--- config.mk ---
export PLATFORM = sky130hd
export DESIGN_NAME = rv4028_sram_bridge
export DESIGN_NICKNAME = d
export VERILOG_FILES = /design/src/rtl/rv4028_sram_bridge.sv
export SDC_FILE = /design/constraint.sdc
export NUM_CORES = 1
export LEC_CHECK = 0
export BUFFER_PORTS_ARGS = -buffer_cell sky130_fd_sc_hd__buf_2
export CAP_MARGIN = 10
export CORE_UTILIZATION = 51
export DETAILED_ROUTE_END_ITERATION = 8
export PLACE_DENSITY = 0.78
export SYNTH_ARGS = -nofsm -noshare
export SYNTH_HDL_FRONTEND = slang
export SYNTH_SLANG_ARGS = --single-unit
--- constraint.sdc ---
create_clock -name clk -period 3.5 [get_ports clk]
set_input_delay 0.7 -clock clk [delete_from_list [all_inputs] [get_ports clk]]
set_output_delay 0.7 -clock clk [all_outputs]
set_load 0.01 [all_outputs]
--- src/rtl/rv4028_sram_bridge.sv ---
// RV4028 bus target that serves 16-bit accesses from an 8-bit asynchronous SRAM,
// one or two byte cycles per access. Optional one-entry read buffer: RV4028_SRAM_READ_CACHE_EN.
module rv4028_sram_bridge #(
  parameter int          ADDR_BITS   = 19,
  parameter int          WAIT_STATES = 1,
  parameter logic [7:0]  BASE        = 8'h00
) (
  input  logic                 clk,
  input  logic                 rst,
  input  logic [31:0]          bus_addr,
  input  logic                 bus_req_n,
  input  logic                 bus_rd_n,
  input  logic                 bus_wr_n,
  input  logic [1:0]           bus_msk_n,
  input  logic                 bus_iorq_n,
  output logic                 bus_wait_n,
  input  logic [15:0]          bus_data_in,
  output logic [15:0]          bus_data_out,
  output logic                 bus_data_oe,
  output logic [ADDR_BITS-1:0] sram_addr,
  input  logic [7:0]           sram_dq_in,
  output logic [7:0]           sram_dq_out,
  output logic                 sram_dq_oe,
  output logic                 sram_ce_n,
  output logic                 sram_oe_n,
  output logic                 sram_we_n
);

  typedef enum logic [1:0] {IDLE, SETUP, STROBE, DONE} state_t;

  localparam logic [2:0] WS_LAST = 3'(WAIT_STATES);

  state_t                 state_q, state_d;
  logic                   phase_q, phase_d;
  logic [ADDR_BITS-2:0]   addr_q, addr_d;
  logic                   rd_q, rd_d;
  logic [1:0]             msk_q, msk_d;
  logic [15:0]            wdata_q, wdata_d;
  logic [2:0]             cnt_q, cnt_d;
  logic [15:0]            rdata_q, rdata_d;
  logic [ADDR_BITS-1:0]   sram_addr_q, sram_addr_d;
  logic [7:0]             dq_out_q, dq_out_d;
  logic                   dq_oe_q, dq_oe_d;
  logic                   ce_n_q, ce_n_d;
  logic                   oe_n_q, oe_n_d;
  logic                   we_n_q, we_n_d;
`ifdef RV4028_SRAM_READ_CACHE_EN
  logic                   cvalid_q, cvalid_d;
  logic [ADDR_BITS-2:0]   ctag_q, ctag_d;
`endif

  logic                   sel;
  logic                   cache_hit;
  logic                   more;
  logic [ADDR_BITS-2:0]   req_tag;
  logic                   unused_addr_bits;

  assign req_tag          = bus_addr[ADDR_BITS-1:1];
  assign unused_addr_bits = ^{bus_addr[23:ADDR_BITS], bus_addr[0]};
  assign sel = !bus_req_n && bus_iorq_n && (bus_addr[31:24] == BASE) && (bus_rd_n != bus_wr_n);

`ifdef RV4028_SRAM_READ_CACHE_EN
  assign cache_hit = cvalid_q && (ctag_q == req_tag);
`else
  assign cache_hit = 1'b0;
`endif

  // Wait is combinational so the CPU stalls in the very cycle the request appears.
  assign bus_wait_n   = rst || !((state_q == IDLE && sel) || state_q == SETUP || state_q == STROBE);
  assign bus_data_oe  = (state_q == DONE) && rd_q && !bus_rd_n;
  assign bus_data_out = rdata_q;
  assign sram_addr    = sram_addr_q;
  assign sram_dq_out  = dq_out_q;
  assign sram_dq_oe   = dq_oe_q;
  assign sram_ce_n    = ce_n_q;
  assign sram_oe_n    = oe_n_q;
  assign sram_we_n    = we_n_q;

  always_comb begin
    state_d     = state_q;
    phase_d     = phase_q;
    addr_d      = addr_q;
    rd_d        = rd_q;
    msk_d       = msk_q;
    wdata_d     = wdata_q;
    cnt_d       = cnt_q;
    rdata_d     = rdata_q;
    sram_addr_d = sram_addr_q;
    dq_out_d    = dq_out_q;
    dq_oe_d     = dq_oe_q;
    ce_n_d      = ce_n_q;
    oe_n_d      = oe_n_q;
    we_n_d      = we_n_q;
    more        = 1'b0;
`ifdef RV4028_SRAM_READ_CACHE_EN
    cvalid_d    = cvalid_q;
    ctag_d      = ctag_q;
`endif
    case (state_q)
      IDLE: begin
        if (sel) begin
          addr_d  = req_tag;
          rd_d    = !bus_rd_n;
          msk_d   = bus_msk_n;
          wdata_d = bus_data_in;
          cnt_d   = 3'd0;
          if (!bus_rd_n) begin
            if (cache_hit) begin
              state_d = DONE;
            end else begin
              phase_d     = 1'b0;
              state_d     = SETUP;
              ce_n_d      = 1'b0;
              sram_addr_d = {req_tag, 1'b0};
              dq_oe_d     = 1'b0;
            end
          end else begin
`ifdef RV4028_SRAM_READ_CACHE_EN
            if (ctag_q == req_tag) cvalid_d = 1'b0;
`endif
            if (bus_msk_n == 2'b11) begin
              state_d = DONE;
            end else begin
              // First byte is the low one unless it is masked off.
              phase_d     = bus_msk_n[0];
              state_d     = SETUP;
              ce_n_d      = 1'b0;
              sram_addr_d = {req_tag, bus_msk_n[0]};
              dq_oe_d     = 1'b1;
              dq_out_d    = bus_msk_n[0] ? bus_data_in[15:8] : bus_data_in[7:0];
            end
          end
        end
      end
      SETUP: begin
        state_d = STROBE;
        cnt_d   = 3'd0;
        if (rd_q) oe_n_d = 1'b0;
        else      we_n_d = 1'b0;
      end
      STROBE: begin
        if (cnt_q == WS_LAST) begin
          if (rd_q) begin
            if (phase_q) rdata_d[15:8] = sram_dq_in;
            else         rdata_d[7:0]  = sram_dq_in;
          end
          more   = !phase_q && (rd_q || !msk_q[1]);
          oe_n_d = 1'b1;
          we_n_d = 1'b1;
          if (more) begin
            phase_d     = 1'b1;
            state_d     = SETUP;
            sram_addr_d = {addr_q, 1'b1};
            dq_out_d    = wdata_q[15:8];
          end else begin
            state_d = DONE;
            ce_n_d  = 1'b1;
            dq_oe_d = 1'b0;
`ifdef RV4028_SRAM_READ_CACHE_EN
            if (rd_q) begin
              cvalid_d = 1'b1;
              ctag_d   = addr_q;
            end
`endif
          end
        end else begin
          cnt_d = cnt_q + 3'd1;
        end
      end
      DONE: begin
        if (bus_req_n) state_d = IDLE;
      end
      default: state_d = IDLE;
    endcase
  end

  always_ff @(posedge clk or posedge rst) begin
    if (rst) begin
      state_q     <= IDLE;
      phase_q     <= 1'b0;
      addr_q      <= '0;
      rd_q        <= 1'b0;
      msk_q       <= 2'b11;
      wdata_q     <= 16'h0000;
      cnt_q       <= 3'd0;
      rdata_q     <= 16'h0000;
      sram_addr_q <= '0;
      dq_out_q    <= 8'h00;
      dq_oe_q     <= 1'b0;
      ce_n_q      <= 1'b1;
      oe_n_q      <= 1'b1;
      we_n_q      <= 1'b1;
`ifdef RV4028_SRAM_READ_CACHE_EN
      cvalid_q    <= 1'b0;
      ctag_q      <= '0;
`endif
    end else begin
      state_q     <= state_d;
      phase_q     <= phase_d;
      addr_q      <= addr_d;
      rd_q        <= rd_d;
      msk_q       <= msk_d;
      wdata_q     <= wdata_d;
      cnt_q       <= cnt_d;
      rdata_q     <= rdata_d;
      sram_addr_q <= sram_addr_d;
      dq_out_q    <= dq_out_d;
      dq_oe_q     <= dq_oe_d;
      ce_n_q      <= ce_n_d;
      oe_n_q      <= oe_n_d;
      we_n_q      <= we_n_d;
`ifdef RV4028_SRAM_READ_CACHE_EN
      cvalid_q    <= cvalid_d;
      ctag_q      <= ctag_d;
`endif
    end
  end

endmodule

==> run metrics, run 1 <==
unrepaired setup endpoints after global routing no; CP Cell Sequence buf_2, nor4_1, and4_1, nor3_1, or3b_1, buf_2; WP data arrival 2.29 ns; setup repair bufs after CTS 0; I/O pins 113; final hold violations 0; Initial Utilization 53.3%; area share of and/or/nand/nor cells after synthesis 6.95%; critical path launch point type primary input; PortBufs 106; vias per inst 5.61; Net Count, Synth 345; # diodes 0; initial antenna violation count 0; gr busiest metal met2; Max Cap Viol 0; post-route ant nets 0; post-route minimum period 2.99 ns; Slew @ Worst Pin 1.02 ns; vias post-DR 2713; post-cts sizing count 0; met2 Track Usage GR 37.7%; syn_area_per_cell 13.0 um2; Compound-Gate Fraction of Synth Area 15.5%; grt total ovfl 0; Async SR Flop Fraction 100%; maximum clock frequency 334 MHz; Slew HR 31.8%; die width 86.5 um; proportion of synthesized area in mux cells 18.3%; DRT iter0 DRCs 122; Residual DRC 0; share of layout cells above drive strength 1 49.0%; Hold Buf Count CTS 0; CP max stage delay 0.47 ns; clock slew at reported path FFs 0.09 ns; Netlist Area Pre-Place 3640 um2; NumNets Final 449; die area 7480 um2; number of clock sinks 80; Area Growth Syn to Fin 22.9%; Core Region 6830 um2; Synth Area in Adders 0.688%; main combinational cell family by area after synthesis multiplexers; Final Util 65.5%; #FFs+latches synth 80; Cell Rows 30; vias in the first global route 2664; Layout fillers 580; most common cell after layout, fill and taps aside buf_2; synth unique cells 45; area share of xor/xnor cells in the synthesized design 0.241%; post-synthesis sequential area ratio 55.2%; first-pass GRT wire length 13000 um; Max IR drop VDD 0.387 mV; met3 Usage GRT 4.19%; number of H-tree levels 3; final period utilization 85.5%; Pre-antenna DRT Iters 7; Slew Viols, Final 0; pwr/cell area 675 nW/um2; gpl congestion 0.792; GRT Resource Usage Total 23.0%; number of CTS-inserted buffers 9; met1 Resource Use GR 29.3%; sum of negative setup slack 0 ns; largest net degree at the start of global routing 47; clk_skew 0.0175 ns; cell mode on critical path buf_2; Synth Warn # 0; most frequent cells in the layout buf_2 (106), dfrtp_1 (76), mux2_2 (51); critical path class primary input to primary output; status completed; clk buf depth 2; Lkg Pwr 0.00214 uW; Post-synth EDFFs 0; ys flop type dfrtp_1; CTS Root Cell clkbuf_8; drt wl/cell 16.7 um; clk_lat worst skew 0.35 ns; Hold WC Path Type primary input to asynchronous set/reset pin; Worst Setup End Kind primary output; HPWL after DPL 5550 um; CP Data Required Time 2.80 ns; CTS tree done; critical path's slowest cell nor4_1; DRT Wirelength 8070 um; Final setup viols 0; CP max FO 5; die height 86.5 um; Syn Inst Count 279
cells by family after synthesis:
group | count (synthesis)
AO/OA/AOI/OAI | 69
XOR/XNOR | 1
adder cells (fa/ha/maj) | 2
buffers and inverters | 23
flip-flops | 80
multiplexers | 60
AND/OR/NAND/NOR | 44
cell type report:
class / count / area, um2 / share of cell area, %
flip-flops and latches: 80 / 2010 / 44.9
multi-input cells: 176 / 1510 / 33.9
repair buffers: 112 / 576 / 12.9
clock buffers: 13 / 149 / 3.33
well taps: 96 / 120 / 2.69
clock inverters: 3 / 90.1 / 2.01
inverters: 4 / 16.3 / 0.364
critical path, delay by kind of cell:
| kind | cells | cell delay [ns] |
|---|---|---|
| buf+inv | 2 | 0.24 |
| simple gates | 4 | 1.35 |
registers in the layout, summed over array words and instances (netlist names), 2 cells and up:
signal	cells
sram_addr	19
addr_q	18
bus_data_out	16
sram_dq_out	8
wdata_q	8
cnt_q	3
state_q	2
where the power goes:
part           internal, uW  switching (uW)  leakage [uW]  total [uW]
clock network           495             327      0.000118         823
registers              1170             141      0.000994        1310
logic                   451             435       0.00103         886
total                  2110             904       0.00214        3020
per-layer routing:
layer / vias up / share of wire, %
met1: 1364 / 42
li1: 1253 / -
met2: 78 / 52
met4: 0 / 2.5
met5: - / 0
met3: 18 / 4.3
through the flow:
stage / hold WS [ns] / power [uW] / setup WS, ns / instances / area, um2
6_report: 0.436 / 3020 / 0.507 / 484 / 4470
5_1_grt: 0.486 / 3180 / 0.369 / 484 / 4470
4_1_cts: 0.455 / 3040 / 0.468 / 484 / 4470
3_5_place_dp: 0.480 / 2220 / 0.482 / 468 / 4230
3_3_place_gp: 0.473 / 2180 / 0.535 / 468 / 4230
2_1_floorplan: 0.479 / 1870 / 0.755 / 279 / 3640
cell usage after synthesis (3+ instances only):
cell type	count	area (um2)
a21oi_1	6	30.0
buf_2	7	35.0
buf_4	4	30.0
clkbuf_1	7	26.3
dfrtp_1	76	1900
dfstp_2	4	105
inv_1	4	15.0
mux2_2	51	574
mux2i_1	9	90.1
nand2_1	14	52.6
nor2_1	5	18.8
nor3_1	3	15.0
o21ai_0	14	70.1
o22a_1	37	324
path summary, 6_finish.rpt:
check / slack (ns) / to / depth (start not counted) / startpoint
setup / recovery: 0.51 / bus_wait_n / 6 / bus_addr[29]
max in group asynchronous: 2.58 / sram_addr[13] / 3 / rst
min in group clk: 0.50 / sram_ce_n / 2 / sram_ce_n
hold reg to reg: 0.50 / sram_ce_n / 2 / sram_ce_n
setup reg to reg: 1.14 / sram_dq_out[5] / 5 / state_q[0]
hold / removal: 0.44 / bus_data_out[12] / 3 / rst
Note: power is estimated with default switching activity, not from simulation.
==> run 2, diff against run 1 <==
--- a/config.mk
+++ b/config.mk
@@ -7,9 +7,9 @@
 export LEC_CHECK = 0
 export BUFFER_PORTS_ARGS = -buffer_cell sky130_fd_sc_hd__buf_2
 export CAP_MARGIN = 10
-export CORE_UTILIZATION = 51
+export CORE_UTILIZATION = 46
 export DETAILED_ROUTE_END_ITERATION = 8
-export PLACE_DENSITY = 0.78
+export PLACE_DENSITY = 0.74
 export SYNTH_ARGS = -nofsm -noshare
 export SYNTH_HDL_FRONTEND = slang
 export SYNTH_SLANG_ARGS = --single-unit
==> constraint.sdc (replaced) <==
create_clock -name clk -period 2.75 [get_ports clk]
set_input_delay 0.55 -clock clk [delete_from_list [all_inputs] [get_ports clk]]
set_output_delay 0.55 -clock clk [all_outputs]
set_load 0.01 [all_outputs]
==> run 2 against run 1 <==
Against the previous run: routed wire length shrank 3.1%; utilization shrank 7.2 points; worst hold slack lost 0.18 ns; flip-flop and latch count is the same; clock skew shrank 0.0076 ns; register-to-register slack lost 0.48 ns; critical path type unchanged; largest power group unchanged.
==> run metrics, run 2 (synthesis gave the netlist of run 1 again) <==
status completed; Slew HR 57.1%; Max Cap Viol 0; post-cts sizing count 0; Core Region 7690 um2; initial antenna violation count 0; HPWL after DPL 5420 um; R2R Setup Slk 0.66 ns; WP data arrival 2.07 ns; setup repair bufs after CTS 0; Setup crit start bus_addr[29]; grt total ovfl 0; drt wl/cell 15.8 um; number of CTS-inserted buffers 9; Lkg Pwr 0.00215 uW; gr busiest metal met2; vias in the first global route 2702; met3 Usage GRT 3.43%; GRT Resource Usage Total 20.1%; Sw Pwr 1160 uW; Max IR drop VDD 0.372 mV; clk_lat worst skew 0.35 ns; clk_skew 0.00993 ns; worst r2r path cells 4; CP Data Required Time 2.20 ns; I/O pins 113; critical path class primary input to primary output; number of H-tree levels 3; Initial Utilization 47.3%; NumNets Final 453; final period utilization 95.4%; Area Growth Syn to Fin 23.1%; setup ws final 0.127 ns; Final setup viols 0; combinational power share 31.4%; die height 90.9 um; # diodes 0; Cell Rows 32; DRT iter0 DRCs 82; met2 Track Usage GR 33.8%; largest net degree at the start of global routing 46; Internal 2500 uW; clock slew at reported path FFs 0.08 ns; Sw Ratio 31.7%; gpl congestion 0.735; final hold violations 0; clock share of power 23.2%; most frequent cells in the layout buf_2 (106), dfrtp_1 (76), mux2_2 (51); Hold WC Path Type primary input to asynchronous set/reset pin; Reg2Reg Launch Point state_q[1]; CP max FO 5; die width 90.9 um; Slew @ Worst Pin 0.643 ns; Hold Buf Count CTS 0; CTS Root Cell clkbuf_8; critical path launch point type primary input; Pre-antenna DRT Iters 4; post-route minimum period 2.62 ns; Finished Cell Area 4480 um2; die area 8270 um2; post-route ant nets 0; capturing point of the worst reg2reg path sram_dq_out[3]; Final Util 58.3%; clk buf depth 2; Worst Setup End Kind primary output; unrepaired setup endpoints after global routing no; PortBufs 106; most common cell after layout, fill and taps aside buf_2; vias per inst 5.32; Hold WS 0.260 ns; first-pass GRT wire length 12800 um; crit path to bus_wait_n; Post-DP Area 4280 um2; Residual DRC 0; vias post-DR 2627; pwr/cell area 818 nW/um2; CTS tree done; dpl ws 0.113 ns; maximum clock frequency 381 MHz; max reg flops 19; sum of negative setup slack 0 ns; Reg power frac 45.4%; Slew Viols, Final 0; DRT Wirelength 7820 um; met1 Resource Use GR 24.7%; number of clock sinks 80; Layout fillers 688; share of layout cells above drive strength 1 50.3%
run 2: changes by cell type in the layout (fill, tap and decap cells not counted):
cell and change:
clkinv_2 +2, clkinvlp_4 +2, clkinv_4 +2, clkbuf_1 -3, clkbuf_8 -1, bufinv_16 -2, buf_12 +1, buf_4 +3
run 2: how the worst min path moves through the flow:
stage / slack, ns / to / depth (start not counted) / from
after global placement: 0.48 / sram_ce_n / 2 / sram_ce_n
after global routing: 0.32 / cnt_q[1] / 2 / rst
after CTS: 0.27 / bus_data_out[2] / 2 / rst
after floorplan: 0.48 / wdata_q[10] / 1 / wdata_q[10]
after detailed placement: 0.48 / sram_ce_n / 2 / sram_ce_n
final: 0.26 / cnt_q[1] / 2 / rst
run 2: critical path, cell delays in order:
cell,delay [ns]
buf_2,0.10
nor4_1,0.35
buf_4,0.18
and4_1,0.24
nor3_1,0.13
or3b_1,0.37
buf_2,0.14
run 2: metal layers:
metal  up-vias  share of wire (%)
met5         -                  0
met4         0                2.3
met3        12                3.4
met2        51                 50
met1      1301                 44
li1       1263                  -
run 2: through the flow:
stage | power (uW) | cells
after floorplan | 2380 | 279
after global placement | 2810 | 478
after detailed placement | 2850 | 478
after CTS | 3710 | 494
after global routing | 3870 | 494
final | 3660 | 494
run 2: final cells by class:
class,instances,area [um2],share of cell area (%)
sequential,80,2010,44.8
multi-input combinational,176,1510,33.8
timing repair buffer,116,618,13.8
tap,102,128,2.85
clock buffer,9,124,2.77
clock inverter,7,72.6,1.62
inverter,4,16.3,0.363
run 2: power groups by stage:
stage	combinational (uW)	sequential [uW]	clock, uW
after floorplan	591	1790	0
after global placement	1140	1670	0
after detailed placement	1170	1680	0
after CTS	1170	1660	884
after global routing	1260	1700	916
final	1150	1660	851
